### src/rtl/regfile_write_arbiter_if.sv
// regfile_write_arbiter_if: write-back, link, read-bypass and RF write-port signals of the arbiter.
interface regfile_write_arbiter_if #(
    parameter int DEPTH = 2
);
    logic                             wb_valid;
    logic [4:0]                       wb_reg;
    logic [63:0]                      wb_data;
    logic                             link_valid;
    logic [63:0]                      link_data;
    logic [4:0]                       rd1_addr;
    logic [4:0]                       rd2_addr;
    logic                             rf_we;
    logic [4:0]                       rf_wreg;
    logic [63:0]                      rf_wdata;
    logic                             byp1_hit;
    logic                             byp2_hit;
    logic [63:0]                      byp1_data;
    logic [63:0]                      byp2_data;
    logic                             stall_req;
    logic [$clog2(DEPTH+1)-1:0]       count;

    modport master (
        output wb_valid, wb_reg, wb_data, link_valid, link_data, rd1_addr, rd2_addr,
        input  rf_we, rf_wreg, rf_wdata, byp1_hit, byp2_hit, byp1_data, byp2_data, stall_req, count
    );
    modport slave (
        input  wb_valid, wb_reg, wb_data, link_valid, link_data, rd1_addr, rd2_addr,
        output rf_we, rf_wreg, rf_wdata, byp1_hit, byp2_hit, byp1_data, byp2_data, stall_req, count
    );
endinterface

### src/rtl/regfile_write_arbiter.sv
// regfile_write_arbiter: shares the RF write port between WB and FIFO-queued BL link writes.
// REGFILE_WRARB_BYPASS_EN enables link-data read bypass; without it decode stalls on pending link reads.
module regfile_write_arbiter #(
    parameter int DEPTH    = 2,
    parameter int LINK_REG = 30,
    parameter int AGE_KILL = 3
) (
    input logic                    clock,
    input logic                    reset,
    regfile_write_arbiter_if.slave bus
);
    localparam int CW = $clog2(DEPTH+1);
    localparam int AW = $clog2(AGE_KILL+1);
    localparam logic [4:0]    LR = 5'(LINK_REG);
    localparam logic [AW-1:0] AK = AW'(AGE_KILL);
    localparam logic [CW-1:0] FULL = CW'(DEPTH);

    logic [CW-1:0] count_q, count_d, tail;
    logic          vld_q [DEPTH];
    logic          vld_d [DEPTH];
    logic [AW-1:0] age_q [DEPTH];
    logic [AW-1:0] age_d [DEPTH];
    logic [63:0]   dat_q [DEPTH];
    logic [63:0]   dat_d [DEPTH];
    logic          eff_wb, kill_en, pop, head_wr, pass, any_vld, stall, push;

    always_comb begin
        eff_wb  = reset && bus.wb_valid && bus.wb_reg != 5'd31;
        kill_en = eff_wb && bus.wb_reg == LR;
        pop     = !eff_wb && count_q != '0;
        head_wr = pop && vld_q[0];
        pass    = reset && !eff_wb && count_q == '0 && bus.link_valid;
        any_vld = 1'b0;
        for (int i = 0; i < DEPTH; i++) any_vld = any_vld | vld_q[i];
`ifdef REGFILE_WRARB_BYPASS_EN
        stall          = count_q == FULL && eff_wb;
        bus.byp1_hit   = 1'b0;
        bus.byp2_hit   = 1'b0;
        bus.byp1_data  = '0;
        bus.byp2_data  = '0;
        // Later slots are younger, so the last match wins.
        for (int i = 0; i < DEPTH; i++) begin
            if (vld_q[i] && !(kill_en && age_q[i] == AK)) begin
                if (bus.rd1_addr == LR) begin
                    bus.byp1_hit  = 1'b1;
                    bus.byp1_data = dat_q[i];
                end
                if (bus.rd2_addr == LR) begin
                    bus.byp2_hit  = 1'b1;
                    bus.byp2_data = dat_q[i];
                end
            end
        end
`else
        stall         = (count_q == FULL && eff_wb) || ((bus.rd1_addr == LR || bus.rd2_addr == LR) && any_vld);
        bus.byp1_hit  = 1'b0;
        bus.byp2_hit  = 1'b0;
        bus.byp1_data = '0;
        bus.byp2_data = '0;
`endif
        push = reset && bus.link_valid && !stall && !pass && !(count_q == FULL && !pop);
        tail = count_q - CW'(pop);
        for (int i = 0; i < DEPTH; i++) begin
            vld_d[i] = vld_q[i] && !(kill_en && age_q[i] == AK);
            age_d[i] = age_q[i] == AK ? AK : age_q[i] + AW'(1);
            dat_d[i] = dat_q[i];
        end
        if (pop) begin
            for (int i = 0; i < DEPTH - 1; i++) begin
                vld_d[i] = vld_d[i+1];
                age_d[i] = age_d[i+1];
                dat_d[i] = dat_d[i+1];
            end
            vld_d[DEPTH-1] = 1'b0;
            age_d[DEPTH-1] = '0;
            dat_d[DEPTH-1] = '0;
        end
        for (int i = 0; i < DEPTH; i++) begin
            if (push && tail == CW'(i)) begin
                vld_d[i] = 1'b1;
                age_d[i] = '0;
                dat_d[i] = bus.link_data;
            end
        end
        count_d       = tail + CW'(push);
        bus.rf_we     = eff_wb || head_wr || pass;
        bus.rf_wreg   = eff_wb ? bus.wb_reg : (head_wr || pass) ? LR : 5'd0;
        bus.rf_wdata  = eff_wb ? bus.wb_data : head_wr ? dat_q[0] : pass ? bus.link_data : 64'd0;
        bus.stall_req = stall;
        bus.count     = count_q;
    end

    always_ff @(posedge clock or negedge reset) begin
        if (!reset) begin
            count_q <= '0;
            for (int i = 0; i < DEPTH; i++) begin
                vld_q[i] <= 1'b0;
                age_q[i] <= '0;
                dat_q[i] <= '0;
            end
        end else begin
            count_q <= count_d;
            vld_q   <= vld_d;
            age_q   <= age_d;
            dat_q   <= dat_d;
        end
    end
endmodule

### src/flat_wrapper.sv
// flat-port wrapper written by rule: the top's interface ports become plain ports
module regfile_write_arbiter_flat 
#(
    parameter int DEPTH    = 2,
    parameter int LINK_REG = 30,
    parameter int AGE_KILL = 3
)
  (clock, reset, bus_wb_valid, bus_wb_reg, bus_wb_data, bus_link_valid, bus_link_data, bus_rd1_addr, bus_rd2_addr, bus_rf_we, bus_rf_wreg, bus_rf_wdata, bus_byp1_hit, bus_byp2_hit, bus_byp1_data, bus_byp2_data, bus_stall_req, bus_count);
  regfile_write_arbiter_if #(.DEPTH(DEPTH)) bus_i ();
  input logic clock;
  input logic reset;
  input wire logic [$bits(bus_i.wb_valid)-1:0] bus_wb_valid;
  input wire logic [$bits(bus_i.wb_reg)-1:0] bus_wb_reg;
  input wire logic [$bits(bus_i.wb_data)-1:0] bus_wb_data;
  input wire logic [$bits(bus_i.link_valid)-1:0] bus_link_valid;
  input wire logic [$bits(bus_i.link_data)-1:0] bus_link_data;
  input wire logic [$bits(bus_i.rd1_addr)-1:0] bus_rd1_addr;
  input wire logic [$bits(bus_i.rd2_addr)-1:0] bus_rd2_addr;
  output wire logic [$bits(bus_i.rf_we)-1:0] bus_rf_we;
  output wire logic [$bits(bus_i.rf_wreg)-1:0] bus_rf_wreg;
  output wire logic [$bits(bus_i.rf_wdata)-1:0] bus_rf_wdata;
  output wire logic [$bits(bus_i.byp1_hit)-1:0] bus_byp1_hit;
  output wire logic [$bits(bus_i.byp2_hit)-1:0] bus_byp2_hit;
  output wire logic [$bits(bus_i.byp1_data)-1:0] bus_byp1_data;
  output wire logic [$bits(bus_i.byp2_data)-1:0] bus_byp2_data;
  output wire logic [$bits(bus_i.stall_req)-1:0] bus_stall_req;
  output wire logic [$bits(bus_i.count)-1:0] bus_count;
  assign bus_i.wb_valid = bus_wb_valid;
  assign bus_i.wb_reg = bus_wb_reg;
  assign bus_i.wb_data = bus_wb_data;
  assign bus_i.link_valid = bus_link_valid;
  assign bus_i.link_data = bus_link_data;
  assign bus_i.rd1_addr = bus_rd1_addr;
  assign bus_i.rd2_addr = bus_rd2_addr;
  assign bus_rf_we = bus_i.rf_we;
  assign bus_rf_wreg = bus_i.rf_wreg;
  assign bus_rf_wdata = bus_i.rf_wdata;
  assign bus_byp1_hit = bus_i.byp1_hit;
  assign bus_byp2_hit = bus_i.byp2_hit;
  assign bus_byp1_data = bus_i.byp1_data;
  assign bus_byp2_data = bus_i.byp2_data;
  assign bus_stall_req = bus_i.stall_req;
  assign bus_count = bus_i.count;
  regfile_write_arbiter #(.DEPTH(DEPTH), .LINK_REG(LINK_REG), .AGE_KILL(AGE_KILL)) u_core (.clock(clock), .reset(reset), .bus(bus_i));
endmodule
### config.mk
export PLATFORM = sky130hd
export DESIGN_NAME = regfile_write_arbiter_flat
export DESIGN_NICKNAME = d
export VERILOG_FILES = /design/src/rtl/regfile_write_arbiter_if.sv /design/src/rtl/regfile_write_arbiter.sv /design/src/flat_wrapper.sv
export SDC_FILE = /design/constraint.sdc
export NUM_CORES = 1
export LEC_CHECK = 0
export CAP_MARGIN = 25
export CORE_MARGIN = 4
export CORE_UTILIZATION = 40
export DETAILED_ROUTE_END_ITERATION = 10
export PLACE_DENSITY = 0.84
export SETUP_SLACK_MARGIN = 0.05
export SLEW_MARGIN = 40
export SYNTH_ARGS = -nofsm -noshare
export SYNTH_HDL_FRONTEND = slang
export SYNTH_SLANG_ARGS = --single-unit
### constraint.sdc
create_clock -name clock -period 2.3 [get_ports clock]
set_clock_uncertainty 0.05 [all_clocks]
set_input_delay 0.46 -clock clock [delete_from_list [all_inputs] [get_ports clock]]
set_output_delay 0.46 -clock clock [all_outputs]
set_load 0.005 [all_outputs]
Yosys cells after proc, flatten, opt, wreduce, memory -nomap -nowiden
Index checks and enable logic that the tools add are counted.

Register bits: 136. Bits of input ports: 147. Logic and storage cells: 74.

Add/sub/neg operators: 4. Equality and inequality tests: 8. Multiplexer cells: 16. Bitwise gates (word level): 1. Reductions and logical operators: 38.

Operators with widths (count): 64-bit two-way mux (5); 128-bit two-way mux (1); 1-bit logical AND (21); 5-bit equality test, second input constant (3); 2-bit two-way mux (5); 5-bit two-way mux (2); 1-bit logical NOT (7); 2-bit equality test, second input constant (3); 2-bit nonzero test (3); 1-bit logical OR (5); 5-bit != test, second input constant (1); 2-bit by 1-bit adder with 2-bit output, second input constant (2); 2-bit logical NOT (2); 4-bit two-way mux (1); 2-bit by 1-bit adder with 2-bit output (1); 2-bit by 1-bit equality test with 1-bit output, second input constant (1); 1-bit two-way mux (2); 2-bit by 1-bit subtractor with 2-bit output (1); 1-bit OR (1).

Longest topological paths before layout
Gate-level depths: netlist (run 1).

Word-level depth: 11. Gate-level depth with buffers: 13. Mapped depth without buffers: 9.

Worst setup path before layout (run 1)
OpenSTA, ideal clock, no wires.

Kind: input -> register. From: input port bus_wb_reg[1]. To: register u_core.dat_q[15] (netlist bit). Setup time: 79 ps. Data arrival time: 2521 ps. Path slack: -351 ps. Stages on the path: 13. Buffers on the path: 4. Cell sequence: nand4_1 o21bai_2 o21ai_1 inv_1 buf_2 buf_2 ha_1 xor2_1 nor2_1 nand4_1 buf_2 buf_6 mux2i_1.

Longest elaborated chain between the ends: 11. Elaborated cells on any way between the ends: 22. Classes of those cells: add/sub (1); eq/ne (2); mux (1); reduce/logical (18).

Ends and longest elaborated chain: start, declared (line flat_wrapper.sv:13) `input wire logic [$bits(bus_i.wb_reg)-1:0] bus_wb_reg;`; 5-bit != test (*) (line regfile_write_arbiter.sv:28) `eff_wb = reset && bus.wb_valid && bus.wb_reg != 5'd31;`; 1-bit logical AND (*) (line regfile_write_arbiter.sv:28); parallel branches: the longest is 9 deep, another holds 2-bit by 1-bit subtractor with 2-bit output; end signal, assigned (line regfile_write_arbiter.sv:105) `dat_q <= dat_d;`; end, declared (line regfile_write_arbiter.sv:23) `logic [63:0] dat_q [DEPTH];`.

Mark *: on every way between the ends. A chain may end at the register's enable or synchronous reset.

Final worst setup path (run 1)
From: register u_core.count_q[0], in the netlist u_core.bus.count[0]. To: output port bus_rf_wreg[1].

Longest elaborated chain between the ends: 6. Elaborated cells on any way between the ends: 9. Classes of those cells: mux (2); reduce/logical (7).

Ends and longest elaborated chain: start, declared (line regfile_write_arbiter.sv:18) `logic [CW-1:0] count_q, count_d, tail;`; start signal, assigned (line regfile_write_arbiter.sv:102) `count_q <= count_d;`; 2-bit nonzero test / 2-bit logical NOT (equally long branches) (line regfile_write_arbiter.sv:30, regfile_write_arbiter.sv:32); 1-bit logical AND, on equally long branches (line regfile_write_arbiter.sv:30, regfile_write_arbiter.sv:32); 1-bit logical AND, on equally long branches (line regfile_write_arbiter.sv:31, regfile_write_arbiter.sv:32); 1-bit logical OR (*) (line regfile_write_arbiter.sv:87) `bus.rf_wreg = eff_wb ? bus.wb_reg : (head_wr || pass) ? LR : 5'd0;`; 5-bit two-way mux (*) (2 in series) (line regfile_write_arbiter.sv:87); end, declared (line flat_wrapper.sv:20) `output wire logic [$bits(bus_i.rf_wreg)-1:0] bus_rf_wreg;`.

Every way passes the cells marked *; elsewhere a longest branch is shown, timed or not.

==> summary.md, run 1 <==
| Metric | Value |
|---|---|
| Result of the run | `complete, but fails checks` |
| Violated checks | `setup timing` |
| Level count of the clock H-tree | `4` |
| Total global routing track utilization | `22.5%` |
| Area share of the leading cell type in the synthesized netlist | `39.7%` |
| Full die area | `23,800 um2` |
| Congestion Overflow GR | `0` |
| Post-layout min period | `2.63 ns` |
| Maximum vdd drop | `0.563 mV` |
| Final net count | `1,372` |
| Power Internal | `8.63 mW` |
| Port Buffers | `219` |
| Antenna diodes | `0` |
| Critical setup path kind | `flop to output port` |
| Switching Share | `35.1%` |
| Post-Place Cells | `1,392` |
| Synthesized cell area | `8560 um2` |
| RSZ-0062 raised after global routing | `true` |
| Number of vias in the routed layout | `7,589` |
| Clock root buffer | `sky130_fd_sc_hd__clkbuf_16` |
| Clock slew at the register clock pins of the worst setup and hold paths | `0.06 ns` |
| Clock power share | `22.4%` |
| Most common flop cell mapped by yosys | `sky130_fd_sc_hd__dfrtp_1` |
| Worst slew margin relative to its limit | `46.7%` |
| TritonCTS clock tree | `yes` |
| TritonCTS Buffers | `17` |
| Number of library cell types mapped by synthesis | `29` |
| Max-cap violations | `0` |
| Std cell rows | `53` |
| NetSw | `4.66 mW` |
| Mean Syn Cell Area | `9.57 um2` |
| Sequential share of the synthesized area | `39.7%` |
| Yosys reg bits | `136` |
| Arrival time at the worst endpoint | `2.12 ns` |
| Global-route wire length before repair | `42,200 um` |
| Final WL | `28,600 um` |
| Minimum setup slack in the final design | `-0.333 ns` |
| Critical path startpoint | `u_core.bus.count[0]$_DFF_PN0_` |
| Final instance count without filler cells | `1,511` |
| Final Slew Violations | `0` |
| Warnings from Yosys | `0` |
| DR pass1 iterations | `5` |
| Slew at the pin closest to its max-slew limit | `0.799 ns` |
| Cell taking the most area after synthesis | `sky130_fd_sc_hd__dfrtp_1` |
| Worst Setup Slack post-DPL | `-0.882 ns` |
| Iteration-0 DRC count of the detailed router | `475` |
| Kind of start point of the critical path | `flop` |
| Gate count after technology mapping | `895` |
| Cell Pwr Density | `1010 nW/um2` |
| Layout cells sized above 1 | `25.9%` |
| Gp weighted congestion | `0.794` |
| Final hold violation count | `0` |
| Antenna violations before repair | `2` |
| Growth of design area from synthesis to finish | `53.6%` |
| Dpl hpwl | `15,900 um` |
| Wirelength per Cell | `18.9 um` |
| Die Width | `154 um` |
| Part of the cycle the worst path needs | `114%` |
| Area after detailed placement | `11,000 um2` |
| Ranking of synthesized cells by area | `sky130_fd_sc_hd__dfrtp_1 (40%), sky130_fd_sc_hd__mux2i_1 (22%), sky130_fd_sc_hd__buf_4 (12%)` |
| Maximum operating frequency | `0.380 GHz` |
| Ratio of routed vias to standard cells | `5.02` |
| Max FO, Critical Path | `6` |
| Final setup vio count | `201` |
| FFs w/ async S/R, synth | `100%` |
| Leading cell types in the layout, fill and taps excluded | `sky130_fd_sc_hd__mux2i_1 (182), sky130_fd_sc_hd__clkdlybuf4s50_1 (140), sky130_fd_sc_hd__dfrtp_1 (133)` |
| Number of sinks handled by clock tree synthesis | `136` |
| Worst-skew pair later-pin latency | `0.42 ns` |
| Pin count of the biggest net entering global routing | `67` |
| Total chip power | `13.3 mW` |
| Via count of the first global-routing pass | `7,940` |
| Starting utilization of the core area | `40.7%` |
| Startpoint of the worst register-to-register path | `u_core.bus.count[0]$_DFF_PN0_` |
| Most frequent standard cell in the layout excluding fill and tap cells | `sky130_fd_sc_hd__mux2i_1` |
| Power share of the sequential group | `29.5%` |
| Number of enable-type register cells in the synthesized netlist | `0` |
| Type of the worst min-delay path | `input pin to async pin` |
| Capturing element type of the critical path | `output port` |
| Leakage power total | `7.21 nW` |
| Floorplan core area | `21,000 um2` |
| Ports placed on the boundary | `350` |
| Vertical extent of the die | `154 um` |
| Power share of the combinational group | `48.1%` |
| Design Area, Final | `13,200 um2` |
| Antenna-violating nets left | `0` |
| Required arrival time at the worst endpoint | `1.79 ns` |
| DRC violation count after routing | `0` |
| Clock Tree Buf Depth | `2` |
## synthesized netlist by cell type, types with 2 or more instances
| master | number |
|---|---|
| sky130_fd_sc_hd__o21ai_1 | 2 |
| sky130_fd_sc_hd__mux2i_1 | 192 |
| sky130_fd_sc_hd__nor2b_1 | 2 |
| sky130_fd_sc_hd__dfrtp_1 | 136 |
| sky130_fd_sc_hd__buf_2 | 18 |
| sky130_fd_sc_hd__inv_1 | 70 |
| sky130_fd_sc_hd__o311a_1 | 2 |
| sky130_fd_sc_hd__xor2_1 | 2 |
| sky130_fd_sc_hd__a21oi_1 | 64 |
| sky130_fd_sc_hd__nand4_1 | 3 |
| sky130_fd_sc_hd__nor4b_1 | 2 |
| sky130_fd_sc_hd__ha_1 | 2 |
| sky130_fd_sc_hd__clkbuf_1 | 33 |
| sky130_fd_sc_hd__buf_6 | 8 |
| sky130_fd_sc_hd__nor2_1 | 69 |
| sky130_fd_sc_hd__nand2_1 | 71 |
| sky130_fd_sc_hd__nor3_1 | 4 |
| sky130_fd_sc_hd__buf_1 | 2 |
| sky130_fd_sc_hd__buf_4 | 133 |
| sky130_fd_sc_hd__nand3_1 | 5 |
| sky130_fd_sc_hd__a32oi_1 | 64 |
| sky130_fd_sc_hd__o21a_1 | 4 |
## registers in the layout, indices dropped and copies added (netlist names)
register / count
u_core.age_q: 4
u_core.bus.count: 2
u_core.dat_q: 128
u_core.vld_q: 2
## metrics by stage
step / TNS [ns] / util [%] / hold WS [ns]
after floorplan: -7.15 / - / 0.114
after global placement: -158.37 / 52.2 / 0.341
after detailed placement: -163.43 / 52.2 / 0.341
after CTS: -34.31 / 61.4 / 0.0776
after global routing: -51.17 / 62.6 / 0.106
final: -35.61 / 62.6 / 0.0845
## path summary, 6_finish.rpt
path	to	slack [ns]	depth (start not counted)
setup reg to reg	u_core.dat_q[109]$_DFFE_PN0P_	-0.27	13
min in group clock	u_core.dat_q[40]$_DFFE_PN0P_	0.48	2
setup / recovery	bus_rf_wreg[1]	-0.33	8
max in group asynchronous	u_core.dat_q[110]$_DFFE_PN0P_	1.17	3
hold reg to reg	u_core.dat_q[40]$_DFFE_PN0P_	0.48	2
hold / removal	u_core.dat_q[49]$_DFFE_PN0P_	0.08	2
## power by group through the flow
stage | Sequential [mW] | Clock [mW] | Combinational [mW]
6_report | 3.92 | 2.97 | 6.39
3_5_place_dp | 3.87 | 0 | 4.43
4_1_cts | 3.85 | 2.98 | 6.09
3_3_place_gp | 3.82 | 0 | 4.30
2_1_floorplan | 3.67 | 0 | 2.89
5_1_grt | 3.98 | 3.11 | 6.79
## logic make-up after synthesis
| logic type | Yosys count | synth area share [%] |
|---|---|---|
| other | 1 | 0.0438 |
| buffers and inverters | 264 | 18.4 |
| XOR/XNOR | 2 | 0.205 |
| flip-flops | 136 | 39.7 |
| adder cells (fa/ha/maj) | 2 | 0.292 |
| AND/OR/NAND/NOR | 157 | 7.33 |
| multiplexers | 192 | 22.4 |
| AO/OA/AOI/OAI | 141 | 11.6 |
## layer usage
metal  up-vias  track usage, %  share of wire, %
li1       3494               -                 -
met1      3751            26.5                39
met2       294            40.4                53
met3        46            5.15               6.5
met4         4            7.57               1.7
met5         -               0             0.080
## area by class of cell
class | count | area, um2
Multi-Input combinational cell | 624 | 4470
Timing Repair Buffer | 373 | 4030
Timing Repair inverter | 1 | 6.26
Inverter | 70 | 268
Fill cell | 1583 | 7870
Tap cell | 275 | 344
Clock inverter | 14 | 195
Clock buffer | 18 | 439
Sequential cell | 136 | 3410
## worst max-delay path, stage by stage (launching register included)
cell and delay [ns]:
sky130_fd_sc_hd__dfrtp_2 0.42, sky130_fd_sc_hd__buf_12 0.13, sky130_fd_sc_hd__o21ai_4 0.23, sky130_fd_sc_hd__inv_6 0.10, sky130_fd_sc_hd__buf_6 0.14, sky130_fd_sc_hd__a211o_1 0.31
sky130_fd_sc_hd__buf_6 0.14, sky130_fd_sc_hd__o21a_1 0.10, sky130_fd_sc_hd__buf_2 0.12
## what timing repair did
item / in CTS / in global routing
cloned: 29 / 1
hold buffers: 1 / 0
setup endpoints to repair: 206 / 203
pin swaps: 107 / 26
hold endpoints to repair: 3 / 0
resized for setup: 390 / 64
buffers inserted: 56 / 11
No activity file was read; power rests on OpenSTA's default activity.
==> run 2: changes to the inputs <==
--- a/config.mk
+++ b/config.mk
@@ -9,7 +9,7 @@
 export CORE_MARGIN = 4
 export CORE_UTILIZATION = 40
 export DETAILED_ROUTE_END_ITERATION = 10
-export PLACE_DENSITY = 0.84
+export PLACE_DENSITY_LB_ADDON = 0.2
 export SETUP_SLACK_MARGIN = 0.05
 export SLEW_MARGIN = 40
 export SYNTH_ARGS = -nofsm -noshare
==> summary.md, run 2 (synthesis results as in run 1) <==
| Metric | Value |
|---|---|
| TritonCTS Buffers | `17 (unchanged)` |
| Slew at the pin closest to its max-slew limit | `0.818 ns (+0.0190 ns)` |
| Worst slew margin relative to its limit | `45.4% (-1.3 points)` |
| Final Slew Violations | `0 (unchanged)` |
| Cell family contributing the most delay on the critical path | `buffers and inverters` |
| Floorplan core area | `21,000 um2 (unchanged)` |
| Iteration-0 DRC count of the detailed router | `335 (-29%)` |
| Minimum setup slack in the final design | `-0.337 ns (-0.00416 ns)` |
| Max-cap violations | `0 (unchanged)` |
| Final setup vio count | `201 (unchanged)` |
| Antenna-violating nets left | `0 (unchanged)` |
| Worst Setup Slack post-DPL | `-0.867 ns (+0.0157 ns)` |
| Level count of the clock H-tree | `4 (unchanged)` |
| Uppermost routed layer | `met5` |
| Most frequent standard cell in the layout excluding fill and tap cells | `sky130_fd_sc_hd__mux2i_1` |
| TritonCTS clock tree | `yes` |
| Gp weighted congestion | `0.734 (-7.6%)` |
| Std cell rows | `53 (unchanged)` |
| Post-layout min period | `2.64 ns (+0.00416 ns)` |
| Final WL | `26,800 um (-6.2%)` |
| Die Width | `154 um (unchanged)` |
| Number of cells on the worst reg-to-reg path | `14 (+1)` |
| Cell Pwr Density | `1010 nW/um2 (-0.16%)` |
| Max FO, Critical Path | `7 (+1)` |
| Final net count | `1,379 (+0.51%)` |
| Vertical extent of the die | `154 um (unchanged)` |
| Leading cell types in the layout, fill and taps excluded | `sky130_fd_sc_hd__mux2i_1 (187), sky130_fd_sc_hd__clkdlybuf4s50_1 (140), sky130_fd_sc_hd__dfrtp_1 (133)` |
| Via count of the first global-routing pass | `7,474 (-5.9%)` |
| Violated checks | `setup timing` |
| RSZ-0062 raised after global routing | `true` |
| Pin count of the biggest net entering global routing | `71 (+6.0%)` |
| Ratio of routed vias to standard cells | `4.86 (-3.2%)` |
| Cell with the largest stage delay on the worst path | `sky130_fd_sc_hd__dfrtp_2` |
| Crit path cell chain | `o21ai_4 > inv_8 > buf_8 > buf_8 > buf_12 > buf_12 > a32oi_2 > a21oi_1 > buf_2` |
| Ports placed on the boundary | `350 (unchanged)` |
| Detailed route wirelength on metal3 | `1490 um (-20%)` |
| Dpl hpwl | `15,600 um (-1.8%)` |
| Total chip power | `13.5 mW (+1.6%)` |
| Growth of design area from synthesis to finish | `56.4%` |
| Post-Route Hold Slack | `0.110 ns (+0.0259 ns)` |
| Antenna diodes | `0 (unchanged)` |
| Part of the cycle the worst path needs | `115% (+0.18 points)` |
| Leakage power total | `7.35 nW (+1.9%)` |
| Worst Path Buf+Inv | `6 (+1)` |
| Final core utilization | `63.7% (+1.1 points)` |
| CP max stage delay | `0.45 ns (+0.03 ns)` |
| RR Endpoint | `u_core.dat_q[97]$_DFFE_PN0P_` |
| Total global routing track utilization | `21.4% (-1.1 points)` |
| Maximum vdd drop | `0.673 mV (+19%)` |
| Number of flip-flops in the largest register | `128 (unchanged)` |
| Met1 WL | `11,500 um (+3.5%)` |
| Wirelength per Cell | `17.7 um (-6.6%)` |
| Congestion Overflow GR | `0 (unchanged)` |
| Arrival time at the worst endpoint | `2.13 ns (about the same)` |
| Global-route wire length before repair | `40,800 um (-3.3%)` |
| Maximum operating frequency | `0.379 GHz (-0.16%)` |
| Setup Total Neg Slack | `-40.40 ns (-4.79 ns)` |
| Layout fillers | `1,689 (+6.7%)` |
| Critical setup path kind | `flop to output port` |
| Clock Tree Buf Depth | `2 (unchanged)` |
| Wire length on met2 | `13,400 um (-11%)` |
| Number of vias in the routed layout | `7,382 (-2.7%)` |
| Clock root buffer | `sky130_fd_sc_hd__clkbuf_16` |
| Clock slew at the register clock pins of the worst setup and hold paths | `0.06 ns (about the same)` |
| Antenna violations before repair | `1 (-1)` |
| DRC violation count after routing | `0 (unchanged)` |
| Type of the worst min-delay path | `input pin to async pin` |
| Reg-to-reg setup timing slack | `-0.30 ns (-0.03 ns)` |
| Layout cells sized above 1 | `27.5% (+1.6 points)` |
| DR pass1 iterations | `4 (-1)` |
| Startpoint of the worst register-to-register path | `u_core.bus.count[1]$_DFF_PN0_` |
| Number of sinks handled by clock tree synthesis | `136 (unchanged)` |
| Full die area | `23,800 um2 (unchanged)` |
| Required arrival time at the worst endpoint | `1.79 ns (about the same)` |
| Worst-skew pair later-pin latency | `0.42 ns (about the same)` |
| Result of the run | `complete, but fails checks` |
| Largest registers | `u_core.dat_q x128, u_core.age_q x4` |
| Kind of start point of the critical path | `flop` |
| Capturing element type of the critical path | `output port` |
| Starting utilization of the core area | `40.7% (unchanged)` |
| Port Buffers | `219 (unchanged)` |
| Register containing the most flip-flops in the final layout | `u_core.dat_q` |
| Final hold violation count | `0 (unchanged)` |
-- run 2: how the worst max path moves through the flow --
stage	endpoint	cells past startpoint	startpoint	slack (ns)
after global routing	u_core.dat_q[97]$_DFFE_PN0P_	14	u_core.bus.count[1]$_DFF_PN0_	-0.41
after global placement	bus_rf_wdata[17]	9	bus_wb_reg[4]	-0.86
after floorplan	u_core.dat_q[76]$_DFFE_PN0P_	13	bus_wb_reg[4]	-0.09
after detailed placement	bus_rf_wdata[17]	9	bus_wb_reg[4]	-0.87
final	bus_rf_wdata[34]	9	u_core.bus.count[1]$_DFF_PN0_	-0.34
after CTS	bus_rf_wdata[57]	9	u_core.bus.count[0]$_DFF_PN0_	-0.35
-- run 2: metal layers --
layer / vias up / GRT usage [%]
met2: 230 / 37.1
met3: 30 / 4.42
met1: 3599 / 27.2
met4: 2 / 5.68
met5: - / 0
li1: 3521 / -
-- run 2: area by class of cell --
cell class                      instances  area (um2)  area share (%)
Clock buffer                           18         429            3.21
Clock inverter                         14         223            1.66
Inverter                               70         270            2.02
Multi-Input combinational cell        624        4570            34.2
Sequential cell                       136        3410            25.4
Tap cell                              275         344            2.57
Timing Repair Buffer                  381        4140            30.9
-- run 2: timing repair --
item	CTS	global route
buffers inserted	41	42
resized for setup	337	133
endpoints found under the hold margin	10	0
endpoints found under the setup margin	204	203
gates cloned	25	4
hold buffers	2	0
pin swaps	92	64
-- run 2: report_power, final --
part           internal (mW)  total, mW  switching, mW
Combinational           3.67       6.55           2.88
Sequential              3.28       3.90          0.622
Clock                   1.93       3.04           1.11
Total                   8.88       13.5           4.62
-- run 2: through the flow --
stage	cell area [um2]	cells
after CTS	12900	1485
after detailed placement	11100	1389
after global placement	11100	1389
after global routing	13400	1518
final	13400	1518
after floorplan	9140	1024
==> run 3: changes to the inputs <==
--- a/config.mk
+++ b/config.mk
@@ -5,9 +5,12 @@
 export SDC_FILE = /design/constraint.sdc
 export NUM_CORES = 1
 export LEC_CHECK = 0
+export ABC_CLOCK_PERIOD_IN_PS = 2300
 export CAP_MARGIN = 25
+export CELL_PAD_IN_SITES_DETAIL_PLACEMENT = 1
+export CELL_PAD_IN_SITES_GLOBAL_PLACEMENT = 1
 export CORE_MARGIN = 4
-export CORE_UTILIZATION = 40
+export CORE_UTILIZATION = 29
 export DETAILED_ROUTE_END_ITERATION = 10
 export PLACE_DENSITY_LB_ADDON = 0.2
 export SETUP_SLACK_MARGIN = 0.05
==> summary.md, run 3 (synthesis results as in run 1) <==
| Metric | Value |
|---|---|
| Post-Route Hold Slack | `0.101 ns (-0.00902 ns)` |
| Critical setup path kind | `flop to flop` |
| Crit path cell chain | `o21ai_4 > clkinv_4 > buf_6 > buf_6 > buf_8 > buf_6 > ha_4 > xor2_4 > nor2_4 > nand4_1 > buf_6 > buf_12 > buf_12 > mux2i_4` |
| Vertical extent of the die | `180 um (+17%)` |
| Die Width | `180 um (+17%)` |
| Antenna diodes | `0 (unchanged)` |
| Startpoint of the worst register-to-register path | `u_core.bus.count[1]$_DFF_PN0_` |
| Type of the worst min-delay path | `input pin to async pin` |
| Final Slew Violations | `0 (unchanged)` |
| Total chip power | `13.4 mW (-0.71%)` |
| Std cell rows | `62 (+17%)` |
| Part of the cycle the worst path needs | `115% (+0.60 points)` |
| Final WL | `31,500 um (+17%)` |
| Via count of the first global-routing pass | `7,978 (+6.7%)` |
| Port Buffers | `219 (unchanged)` |
| Capturing element type of the critical path | `flop` |
| Reg-to-reg setup timing slack | `-0.35 ns (-0.05 ns)` |
| Final hold violation count | `0 (unchanged)` |
| Level count of the clock H-tree | `4 (unchanged)` |
| Minimum setup slack in the final design | `-0.351 ns (-0.0137 ns)` |
| Layout cells sized above 1 | `29.4% (+1.9 points)` |
| Gp weighted congestion | `0.731 (-0.42%)` |
| Starting utilization of the core area | `29.6% (-11 points)` |
| Iteration-0 DRC count of the detailed router | `276 (-18%)` |
| Floorplan core area | `28,900 um2 (+38%)` |
| Largest registers | `u_core.dat_q x128, u_core.age_q x4` |
| Required arrival time at the worst endpoint | `2.55 ns (+0.76 ns)` |
| Maximum operating frequency | `0.377 GHz (-0.52%)` |
| Violated checks | `setup timing` |
| Max FO, Critical Path | `7 (unchanged)` |
| Kind of start point of the critical path | `flop` |
| Worst slew margin relative to its limit | `44.9% (-0.55 points)` |
| Cell repeated most along the worst path | `sky130_fd_sc_hd__buf_6` |
| Leakage power total | `7.31 nW (-0.47%)` |
| Growth of design area from synthesis to finish | `57.6%` |
| Antenna violations before repair | `2 (+1)` |
| Number of flip-flops in the largest register | `128 (unchanged)` |
| Final net count | `1,377 (-0.15%)` |
| Critical path startpoint | `u_core.bus.count[1]$_DFF_PN0_` |
| RSZ-0062 raised after global routing | `true` |
| Cell with the largest stage delay on the worst path | `sky130_fd_sc_hd__dfrtp_2` |
| Congestion Overflow GR | `0 (unchanged)` |
| Clock Tree Buf Depth | `2 (unchanged)` |
| Full die area | `32,300 um2 (+36%)` |
| Total global routing track utilization | `18.1% (-3.3 points)` |
| Clock slew at the register clock pins of the worst setup and hold paths | `0.06 ns (about the same)` |
| TritonCTS Buffers | `17 (unchanged)` |
| Ratio of routed vias to standard cells | `4.55 (-6.4%)` |
| Ports placed on the boundary | `350 (unchanged)` |
| DR pass1 iterations | `4 (unchanged)` |
| Post-layout min period | `2.65 ns (+0.0137 ns)` |
| Worst-skew pair later-pin latency | `0.42 ns (about the same)` |
| Number of sinks handled by clock tree synthesis | `136 (unchanged)` |
| Register containing the most flip-flops in the final layout | `u_core.dat_q` |
| TritonCTS clock tree | `yes` |
| Leading cell types in the layout, fill and taps excluded | `sky130_fd_sc_hd__mux2i_1 (185), sky130_fd_sc_hd__clkdlybuf4s50_1 (139), sky130_fd_sc_hd__dfrtp_1 (133)` |
| Dpl hpwl | `18,200 um (+17%)` |
| Wirelength per Cell | `19.4 um (+9.6%)` |
| Slew at the pin closest to its max-slew limit | `0.827 ns (+0.00818 ns)` |
| Pin count of the biggest net entering global routing | `71 (unchanged)` |
| Number of vias in the routed layout | `7,396 (+0.19%)` |
| DRC violation count after routing | `0 (unchanged)` |
| Final setup vio count | `201 (unchanged)` |
| Number of cells on the worst reg-to-reg path | `14 (unchanged)` |
| Worst setup path endpoint | `u_core.dat_q[10]$_DFFE_PN0P_` |
| Antenna-violating nets left | `0 (unchanged)` |
| Maximum vdd drop | `0.464 mV (-31%)` |
| Clock root buffer | `sky130_fd_sc_hd__clkbuf_16` |
| Number of gates on the worst path with buffers counted | `14 (+5)` |
| Worst Path Buf+Inv | `8 (+2)` |
| Most frequent standard cell in the layout excluding fill and tap cells | `sky130_fd_sc_hd__mux2i_1` |
| Max-cap violations | `0 (unchanged)` |
| Cell Pwr Density | `993 nW/um2 (-1.5%)` |
| Global-route wire length before repair | `47,200 um (+16%)` |
| CP max stage delay | `0.46 ns (about the same)` |
| Arrival time at the worst endpoint | `2.90 ns (+0.77 ns)` |
| RR Endpoint | `u_core.dat_q[10]$_DFFE_PN0P_` |
| Cell family contributing the most delay on the critical path | `buffers and inverters` |
| Result of the run | `complete, but fails checks` |
[run 3: changes by cell type in the layout (fill, tap and decap cells not counted), moves of 5 or more]
cell                        previous run  this run
sky130_fd_sc_hd__a32oi_1              21         7
sky130_fd_sc_hd__a32oi_2              41        53
sky130_fd_sc_hd__buf_12               36        24
sky130_fd_sc_hd__buf_4                55        67
sky130_fd_sc_hd__buf_16               14         9
sky130_fd_sc_hd__clkbuf_16            21        26
[run 3: area by class of cell]
cell class	instances	area (um2)
flip-flops and latches	136	3410
inverters	70	268
repair buffers	379	3970
clock inverters	14	189
fillers	3251	15400
multi-input cells	624	4750
clock buffers	18	429
well taps	384	480
[run 3: what timing repair did]
item / CTS / global route
pin swaps: 106 / 69
hold buffers: 0 / 0
buffers inserted: 62 / 21
cloned: 15 / 10
setup endpoints to repair: 206 / 206
gates resized for setup: 389 / 100
[run 3: where the power goes]
group	internal [mW]	total, mW	switching (mW)
combinational	3.49	6.50	3.00
sequential	3.28	3.99	0.706
clock	1.74	2.92	1.18
[run 3: metrics by stage]
stage | cell area (um2) | setup TNS (ns) | setup WS (ns) | util (%) | instances
global placement | 11200 | -175.89 | -0.964 | 38.5 | 1498
CTS | 12900 | -44.75 | -0.321 | 44.5 | 1606
detailed placement | 11200 | -176.39 | -0.961 | 38.6 | 1498
global route | 13500 | -68.09 | -0.445 | 46.6 | 1625
finish | 13500 | -49.38 | -0.351 | 46.6 | 1625
floorplan | 9140 | -7.15 | -0.0872 | - | 1024
[run 3: worst min path at each step]
stage | depth (start not counted) | endpoint | slack [ns]
detailed placement | 2 | u_core.dat_q[41]$_DFFE_PN0P_ | 0.47
global route | 2 | u_core.dat_q[118]$_DFFE_PN0P_ | 0.16
global placement | 2 | u_core.dat_q[43]$_DFFE_PN0P_ | 0.46
floorplan | 0 | u_core.age_q[0]$_DFF_PN0_ | 0.11
finish | 2 | u_core.bus.count[0]$_DFF_PN0_ | 0.10
CTS | 2 | u_core.bus.count[0]$_DFF_PN0_ | 0.14
[run 3: worst reg2reg max path, cell delays in order, from the launching register on]
cell                       delay (ns)
sky130_fd_sc_hd__dfrtp_2         0.46
sky130_fd_sc_hd__o21ai_4         0.21
sky130_fd_sc_hd__clkinv_4        0.09
sky130_fd_sc_hd__buf_6           0.14
sky130_fd_sc_hd__buf_6           0.12
sky130_fd_sc_hd__buf_8           0.13
sky130_fd_sc_hd__buf_6           0.11
sky130_fd_sc_hd__ha_4            0.16
sky130_fd_sc_hd__xor2_4          0.16
sky130_fd_sc_hd__nor2_4          0.11
sky130_fd_sc_hd__nand4_1         0.13
sky130_fd_sc_hd__buf_6           0.17
sky130_fd_sc_hd__buf_12          0.16
sky130_fd_sc_hd__buf_12          0.16
sky130_fd_sc_hd__mux2i_4         0.18
[run 3: layer usage]
layer | wire, um | vias up | share of wire [%] | track usage, %
met4 | 235 | 4 | 0.75 | 3.47
met1 | 13400 | 3655 | 42 | 23.2
met3 | 1440 | 21 | 4.6 | 3.86
met2 | 16400 | 218 | 52 | 31.9
met5 | 40 | - | 0.13 | 0
li1 | - | 3498 | - | -
